### config.mk
export PLATFORM = sky130hd
export DESIGN_NAME = clk_ready_sequencer
export DESIGN_NICKNAME = d
export VERILOG_FILES = /design/src/rtl/clk_ready_pkg.sv /design/src/rtl/lock_sync_2ff.sv /design/src/rtl/clk_ready_sequencer.sv
export SDC_FILE = /design/constraint.sdc
export NUM_CORES = 1
export LEC_CHECK = 0
export CAP_MARGIN = 30
export CORE_MARGIN = 4
export CORE_UTILIZATION = 65
export CTS_BUF_LIST = sky130_fd_sc_hd__clkbuf_4 sky130_fd_sc_hd__clkbuf_8
export DETAILED_ROUTE_END_ITERATION = 16
export PLACE_DENSITY_LB_ADDON = 0.1
export SYNTH_ARGS = -nofsm -noshare
export SYNTH_HDL_FRONTEND = slang
export SYNTH_HIERARCHICAL = 1
export SYNTH_SLANG_ARGS = --single-unit
export TNS_END_PERCENT = 30
### constraint.sdc
create_clock -name bus_clk -period 5.2 [get_ports bus_clk]
set_clock_uncertainty 0.15 [all_clocks]
set_input_delay 1.04 -clock bus_clk [delete_from_list [all_inputs] [get_ports bus_clk]]
set_output_delay 1.04 -clock bus_clk [all_outputs]
set_load 0.02 [all_outputs]
### src/rtl/clk_ready_pkg.sv
// -----------------------------------------------------------------------------
// clk_ready_pkg
// Shared definitions for the clock-ready / staged-reset sequencer:
//   - FSM state encodings (also exposed on the state readback port)
//   - legal parameter ranges and a helper that validates a configuration
// -----------------------------------------------------------------------------
package clk_ready_pkg;

  // FSM state encodings; the values are visible to software via readback.
  localparam logic [2:0] ST_WAIT_LOCK = 3'd0;
  localparam logic [2:0] ST_FILTER    = 3'd1;
  localparam logic [2:0] ST_HOLDOFF   = 3'd2;
  localparam logic [2:0] ST_RELEASE   = 3'd3;
  localparam logic [2:0] ST_RUN       = 3'd4;

  // Legal parameter ranges.
  localparam int LOCKS_MIN     = 1;
  localparam int LOCKS_MAX     = 8;
  localparam int FILT_LEN_MIN  = 1;
  localparam int FILT_LEN_MAX  = 255;
  localparam int HOLDOFF_W_MIN = 1;
  localparam int STAGES_MIN    = 1;
  localparam int STAGES_MAX    = 8;
  localparam int STAGE_GAP_MIN = 1;

  // True when every parameter lies within its legal range.
  function automatic bit cfg_ok(input int num_locks, input int filt_len,
                                input int holdoff_w, input int num_stages,
                                input int stage_gap);
    return (num_locks  >= LOCKS_MIN)    && (num_locks  <= LOCKS_MAX)    &&
           (filt_len   >= FILT_LEN_MIN) && (filt_len   <= FILT_LEN_MAX) &&
           (holdoff_w  >= HOLDOFF_W_MIN)                                &&
           (num_stages >= STAGES_MIN)   && (num_stages <= STAGES_MAX)   &&
           (stage_gap  >= STAGE_GAP_MIN);
  endfunction

endpackage

### src/rtl/lock_sync_2ff.sv
// -----------------------------------------------------------------------------
// lock_sync_2ff
// Two-flop synchroniser for one asynchronous lock indicator.
// Ports:
//   bus_clk   - destination clock
//   bus_rst_n - asynchronous active-low reset (clears both flops)
//   async_in  - lock indicator from another clock domain
//   sync_out  - synchronised copy, two bus_clk cycles of latency
// -----------------------------------------------------------------------------
module lock_sync_2ff (
  input  logic bus_clk,
  input  logic bus_rst_n,
  input  logic async_in,
  output logic sync_out
);

  logic meta_reg;
  logic sync_reg;

  always_ff @(posedge bus_clk or negedge bus_rst_n) begin
    if (!bus_rst_n) begin
      meta_reg <= 1'b0;
      sync_reg <= 1'b0;
    end else begin
      meta_reg <= async_in;
      sync_reg <= meta_reg;
    end
  end

  assign sync_out = sync_reg;

endmodule

### src/rtl/clk_ready_sequencer.sv
// -----------------------------------------------------------------------------
// clk_ready_sequencer
// Waits for all participating PLL/MMCM locks, filters them, holds off for a
// fixed time, then releases a chain of staged resets one by one and finally
// flags clocks_ready. Any lock loss or soft_reset re-asserts every stage.
// Ports:
//   bus_clk, bus_rst_n - clock and asynchronous active-low reset
//   lock_in            - raw lock indicators (asynchronous)
//   lock_mask          - 1 = lock input participates
//   soft_reset         - synchronous restart request
//   fault_clr          - clears sticky lock_lost bits
//   rst_out            - active-high staged resets, bit 0 released first
//   clocks_ready       - high only in RUN
//   lock_lost          - sticky per-input lock-loss flags
//   state              - FSM state readback
// -----------------------------------------------------------------------------
module clk_ready_sequencer
  import clk_ready_pkg::*;
#(
  parameter int NUM_LOCKS  = 2,
  parameter int FILT_LEN   = 4,
  parameter int HOLDOFF_W  = 16,
  parameter int NUM_STAGES = 3,
  parameter int STAGE_GAP  = 256
) (
  input  logic                  bus_clk,
  input  logic                  bus_rst_n,
  input  logic [NUM_LOCKS-1:0]  lock_in,
  input  logic [NUM_LOCKS-1:0]  lock_mask,
  input  logic                  soft_reset,
  input  logic                  fault_clr,
  output logic [NUM_STAGES-1:0] rst_out,
  output logic                  clocks_ready,
  output logic [NUM_LOCKS-1:0]  lock_lost,
  output logic [2:0]            state
);

  generate
    if (!cfg_ok(NUM_LOCKS, FILT_LEN, HOLDOFF_W, NUM_STAGES, STAGE_GAP)) begin : g_bad_cfg
      $error("clk_ready_sequencer: parameter out of range");
    end
  endgenerate

  // Counter widths hold the largest value reached, so nothing wraps.
  localparam int FILT_W = $clog2(FILT_LEN + 1);
  localparam int GAP_W  = $clog2(STAGE_GAP + 1);
  localparam logic [FILT_W-1:0] FILT_LAST = FILT_W'(FILT_LEN - 1);
  localparam logic [GAP_W-1:0]  GAP_LAST  = GAP_W'(STAGE_GAP - 1);

  logic [NUM_LOCKS-1:0] lock_sync;
  logic                 all_locked;
  logic                 lock_drop;

  logic [2:0]            state_reg,        state_next;
  logic [FILT_W-1:0]     filt_cnt_reg,     filt_cnt_next;
  logic [HOLDOFF_W-1:0]  hold_cnt_reg,     hold_cnt_next;
  logic [GAP_W-1:0]      gap_cnt_reg,      gap_cnt_next;
  logic [NUM_STAGES-1:0] rst_out_reg,      rst_out_next;
  logic                  clocks_ready_reg, clocks_ready_next;
  logic [NUM_LOCKS-1:0]  lock_lost_reg,    lock_lost_next;

  genvar gi;
  generate
    for (gi = 0; gi < NUM_LOCKS; gi++) begin : g_sync
      lock_sync_2ff u_sync (
        .bus_clk   (bus_clk),
        .bus_rst_n (bus_rst_n),
        .async_in  (lock_in[gi]),
        .sync_out  (lock_sync[gi])
      );
    end
  endgenerate

  // Unmasked inputs count as locked, so an all-zero mask is always locked.
  assign all_locked = &(lock_sync | ~lock_mask);

  always_comb begin
    state_next        = state_reg;
    filt_cnt_next     = filt_cnt_reg;
    hold_cnt_next     = hold_cnt_reg;
    gap_cnt_next      = gap_cnt_reg;
    rst_out_next      = rst_out_reg;
    clocks_ready_next = clocks_ready_reg;
    lock_drop         = 1'b0;

    case (state_reg)
      ST_WAIT_LOCK: begin
        rst_out_next      = '1;
        clocks_ready_next = 1'b0;
        if (all_locked) begin
          state_next    = ST_FILTER;
          filt_cnt_next = '0;
        end
      end
      ST_FILTER: begin
        if (!all_locked) begin
          state_next    = ST_WAIT_LOCK;
          filt_cnt_next = '0;
        end else if (filt_cnt_reg == FILT_LAST) begin
          state_next    = ST_HOLDOFF;
          filt_cnt_next = '0;
          hold_cnt_next = '0;
        end else begin
          filt_cnt_next = filt_cnt_reg + FILT_W'(1);
        end
      end
      ST_HOLDOFF: begin
        if (!all_locked) begin
          lock_drop = 1'b1;
        end else if (&hold_cnt_reg) begin
          // Stage 0 is released on the very edge that enters RELEASE.
          state_next   = ST_RELEASE;
          rst_out_next = rst_out_reg << 1;
          gap_cnt_next = '0;
        end else begin
          hold_cnt_next = hold_cnt_reg + HOLDOFF_W'(1);
        end
      end
      ST_RELEASE: begin
        if (!all_locked) begin
          lock_drop = 1'b1;
        end else if (rst_out_reg == '0) begin
          state_next        = ST_RUN;
          clocks_ready_next = 1'b1;
        end else if (gap_cnt_reg == GAP_LAST) begin
          // Shifting in zeros from the bottom releases stages strictly in
          // order and can never re-assert a stage already released.
          rst_out_next = rst_out_reg << 1;
          gap_cnt_next = '0;
        end else begin
          gap_cnt_next = gap_cnt_reg + GAP_W'(1);
        end
      end
      ST_RUN: begin
        if (!all_locked) begin
          lock_drop = 1'b1;
        end
      end
      default: begin
        state_next = ST_WAIT_LOCK;
      end
    endcase

    if (lock_drop || soft_reset) begin
      state_next        = ST_WAIT_LOCK;
      rst_out_next      = '1;
      clocks_ready_next = 1'b0;
      filt_cnt_next     = '0;
      hold_cnt_next     = '0;
      gap_cnt_next      = '0;
    end

    // A loss seen in the same cycle as fault_clr keeps its bit set.
    lock_lost_next = (fault_clr ? '0 : lock_lost_reg) |
                     (lock_mask & ~lock_sync & {NUM_LOCKS{lock_drop}});
  end

  always_ff @(posedge bus_clk or negedge bus_rst_n) begin
    if (!bus_rst_n) begin
      state_reg        <= ST_WAIT_LOCK;
      filt_cnt_reg     <= '0;
      hold_cnt_reg     <= '0;
      gap_cnt_reg      <= '0;
      rst_out_reg      <= '1;
      clocks_ready_reg <= 1'b0;
      lock_lost_reg    <= '0;
    end else begin
      state_reg        <= state_next;
      filt_cnt_reg     <= filt_cnt_next;
      hold_cnt_reg     <= hold_cnt_next;
      gap_cnt_reg      <= gap_cnt_next;
      rst_out_reg      <= rst_out_next;
      clocks_ready_reg <= clocks_ready_next;
      lock_lost_reg    <= lock_lost_next;
    end
  end

  assign rst_out      = rst_out_reg;
  assign clocks_ready = clocks_ready_reg;
  assign lock_lost    = lock_lost_reg;
  assign state        = state_reg;

endmodule

Word level (Yosys, flattened, before mapping)
Cells that the tools add are included. W data, S select, Z words.

Latch bits: 0. Flip-flop bits (word level): 41. Bits in read-only memories: 0. Input bits: 8. RAM bits: 0. Memories kept: 0. Output and inout bits: 9.

Bitwise operators: 6. Multiply operators: 0. Add/sub/neg operators: 3. Eq/ne operators: 18. Shift-type cells: 0. Muxes and demuxes: 41. Reduce and logical (&&, ||, !) cells: 17. Magnitude comparators: 0. Divide/modulo/power cells: 0.

Operators with widths (number): $mux W16 (5); $mux W3 (18); $mux W9 (6); $pmux W16 S2 (1); $ne A3 B3 Y1 const B (10); $pmux W9 S2 (1); $add A16 B1 Y16 const B (1); $reduce_and A16 Y1 (1); $pmux W3 S5 (1); $reduce_bool A3 Y1 (4); $reduce_and A5 Y1 (2); $add A9 B1 Y9 const B (1); $eq A3 B2 Y1 const B (3); $eq A9 B8 Y1 const B (1); $pmux W3 S3 (1); $reduce_and A7 Y1 (1); $logic_not A3 Y1 (2); $pmux W3 S2 (1); $reduce_and A6 Y1 (1); $mux W1 (5); $and A2 B2 Y2 (2); $ne A4 B4 Y1 const B (1); $not A2 Y2 (2); $or A2 B2 Y2 (2); other kinds (11) (12).

Depth between registers and ports, before layout
Word-level depth: 8. Gate-level depth with buffers: 8. Gate-level depth less buffers: 6.

Cells and area by module
Netlist, hierarchy kept.

By module, submodules not included: clk_ready_sequencer (times used 1, cells an instance 251, area an instance 2304.7 µm², sequential area each 929.6 µm²); lock_sync_2ff (times used 2, cells an instance 2, area an instance 50.0 µm², sequential area each 50.0 µm²).

Worst setup path before layout
Ideal clock, no wire load.

Kind: input port to flip-flop. Start: input port soft_reset. End: register rst_out_reg[1], in the netlist rst_out[1]. Slack: 2.607 ns. Cell stages on the path: 6. Data arrival time: 2.361 ns. Path buffers: 1. Library setup time: 0.082 ns. Cell sequence: buf_2 > inv_1 > nand4_1 > a21oi_2 > or3_4 > mux2_4.

Word-level cells in the longest chain between the ends: 3. Elaborated cells on any way between the ends: 9.

RTL lines: start, declared (line clk_ready_sequencer.sv:30) `input logic soft_reset,`; $logic_or A1 B1 Y1 * (line clk_ready_sequencer.sv:144) `if (lock_drop || soft_reset) begin`; $ne A3 B3 Y1 (no source line) or $reduce_bool A4 Y1 (tied branches); $reduce_and A6 Y1 (no source line); end signal, assigned (line clk_ready_sequencer.sv:172) `rst_out_reg <= rst_out_next;`; end, declared (line clk_ready_sequencer.sv:58) `logic [NUM_STAGES-1:0] rst_out_reg, rst_out_next;`.

Every way passes the cells marked *; elsewhere a longest branch is shown, timed or not. A chain may end at the register's enable or synchronous reset.

Worst setup path in the final report
Start: input port soft_reset. End: register gap_cnt_reg[1].

Word-level cells in the longest chain between the ends: 3. Elaborated cells on any way between the ends: 8.

RTL lines: $logic_or A1 B1 Y1 * (line clk_ready_sequencer.sv:144); $ne A3 B3 Y1 (no source line) or $reduce_bool A3 Y1 (tied branches); $reduce_and A5 Y1 (no source line); end signal, assigned (line clk_ready_sequencer.sv:171) `gap_cnt_reg <= gap_cnt_next;`; end, declared (line clk_ready_sequencer.sv:57) `logic [GAP_W-1:0] gap_cnt_reg, gap_cnt_next;`.

Marked as above.

==> metrics.csv <==
metric;value;unit
DR vias/cell;6.55;
register area share after synthesis;0.428;
count of cell types in the netlist;54;
max-slew violations;0;
Tot GR Track Use;0.254;
Syn-to-layout area delta;9.78;%
Mapped Avg Cell Area;9.43;sq um
Least-Margin Pin Slew;0.891;ns
die width;68.8;microns
Tcrit/Tclk final;0.611;
Ys Warns;6;
CP arrival;3.18;ns
critical path type;input pin to flop;
most frequent cells in the layout;dfrtp_1 (38), nand2_1 (19), nor2_1 (18);
RSZ-0062 raised after global routing;no;
share of post-route cells with drive strength above 1;0.105;
Critical Path, Cell by Cell;clkdlybuf4s50_1, inv_1, and4_1, o21ai_1, nand2b_1, o21ai_0;
Nets;277;
Layout fillers;247;
GRT Residual Overflow;0;
post-layout minimum cycle time;3.18;ns
leading cell type in the layout, fill and taps excluded;dfrtp_1;
Post-synth EDFFs;0;
crit-path max FO;20;
total core area;3440;sq um
Skew-Pair Late Insertion Delay;0.29;ns
CTS Sinks;41;
Worst EP required;5.20;ns
DRC viols;0;
Hold Path Class;flop to flop;
htree depth;2;
#FFs+latches synth;41;
Routed Antenna Nets;0;
pre-CTS WS;1.77;ns
VDD IR max;0.245;mV
Static Leak;0.00109;uW
largest net degree at the start of global routing;42;
Pwr Density;310;nW/um^2
crit start category;input pin;
first-pass GRT wire length;8.99;mm
initial core utilization;0.699;
status;finished, final reports clean;
Diodes inserted;0;
maximum clock rate;315;MHz
final weighted congestion in routability-driven placement;0.874;
die area;4740;sq um
post-CTS sizing;0;
cts bufs inserted;5;
IO Port Bufs;16;
I/O pin cnt;17;
FP Rows;21;
Max stage delay on crit path;0.65;ns
Max clock buf depth;2;
R2R Setup Slk;2.44;ns
WL final;5.23;mm
Primary FF master, synth;dfrtp_1;
Synth async-reset ratio;1.00;
crit end category;flop;
initial antenna violation count;0;
initial drt markers;312;
first-pass iteration count of the detailed router;4;
Synth Net Count;266;
vias in the first global route;1874;
setup violators final;0;
Post-DP HPWL;3.65;mm
Mapped Area;2400;sq um
CTS tree;yes;
Final TNS setup;0;ns
slew margin rel.;0.406;
WL per Instance;16.8;microns
total number of vias;2044;
setup ws final;2.02;ns
die height;68.8;microns
max FFs per register;16;
Post-CTS Hold Fix Bufs;0;
max_cap viols;0;
Mapped Cells;255;
post-CTS setup buffers;0;
worst hold slack;0.218;ns
Crit-path slowest cell;clkdlybuf4s50_1;
Clock Pin Slew Worst Setup and Hold Paths;0.06;ns
Final Hold Viols;0;
clock root cell;clkbuf_8;
==> power breakdown <==
group	leakage, uW	total, uW	switching, uW	internal (uW)
combinational	0.000490	225	126	99.1
sequential	0.000550	382	40.2	342
clock	0.0000477	211	101	111
total	0.00109	819	267	552
==> kinds of logic (layout without fill, tap and decap cells) <==
group | after synthesis | count (layout) | share of synthesized area
buffers and inverters | 20 | 31 | 0.0406
multiplexers | 3 | 3 | 0.0166
AO/OA/AOI/OAI | 90 | 90 | 0.253
flip-flops | 41 | 41 | 0.428
AND/OR/NAND/NOR | 98 | 98 | 0.246
adder cells (fa/ha/maj) | 3 | 3 | 0.0156
==> cells in the mapped netlist, types with 4 or more instances <==
cell	count	area share
nand3_1	9	0.019
o211ai_1	6	0.019
nor2b_1	4	0.010
and3_1	6	0.016
and2_1	4	0.010
buf_2	9	0.019
nor2_1	18	0.028
o31ai_1	6	0.019
o22ai_1	5	0.013
o21ai_0	13	0.027
nand2b_1	9	0.023
nand2_1	19	0.030
dfrtp_1	38	0.40
a22oi_1	4	0.012
a21oi_1	17	0.035
a31oi_1	14	0.036
a21o_1	6	0.019
nor3_1	6	0.012
inv_1	8	0.012
==> cell type report <==
cell class	instances	area, sq um	area share
clock buffers	7	90.1	0.0341
inverters	8	30.0	0.0114
repair buffers	16	155	0.0588
well taps	46	57.6	0.0218
multi-input cells	194	1280	0.484
flip-flops and latches	41	1030	0.390
==> per-stage QoR <==
stage / cell area (sq um) / std cells / power (uW) / util
floorplan: 2400 / 255 / 543 / -
global placement: 2550 / 305 / 603 / 0.741
detailed placement: 2550 / 305 / 611 / 0.741
CTS: 2640 / 312 / 821 / 0.767
global route: 2640 / 312 / 863 / 0.767
finish: 2640 / 312 / 819 / 0.767
==> routing by layer <==
layer	part of all wire	GRT usage	routed length [microns]
met3	0.054	0.0454	283
met4	0.0033	0.0535	17
met1	0.46	0.366	2420
met2	0.48	0.402	2510
met5	0	0	0
==> worst paths after layout <==
path	cells past startpoint	end	start
max	6	gap_cnt_reg[1]$_DFFE_PN0P_	soft_reset
min	0	g_sync[0].u_sync/sync_out$_DFF_PN0_	g_sync[0].u_sync/meta_reg$_DFF_PN0_
max reg2reg	5	gap_cnt_reg[1]$_DFFE_PN0P_	state[1]$_DFFE_PN0P_
min reg2reg	0	g_sync[0].u_sync/sync_out$_DFF_PN0_	g_sync[0].u_sync/meta_reg$_DFF_PN0_
max in group asynchronous	1	hold_cnt_reg[1]$_DFFE_PN0P_	bus_rst_n
min in group asynchronous	1	gap_cnt_reg[6]$_DFFE_PN0P_	bus_rst_n
==> critical path: cells and delay by family <==
| kind | cells | cell delay (ns) |
|---|---|---|
| buffers and inverters | 2 | 0.87 |
| AND/OR/NAND/NOR | 2 | 0.87 |
| AO/OA/AOI/OAI | 2 | 0.39 |
(Power assumes the default switching activity.)
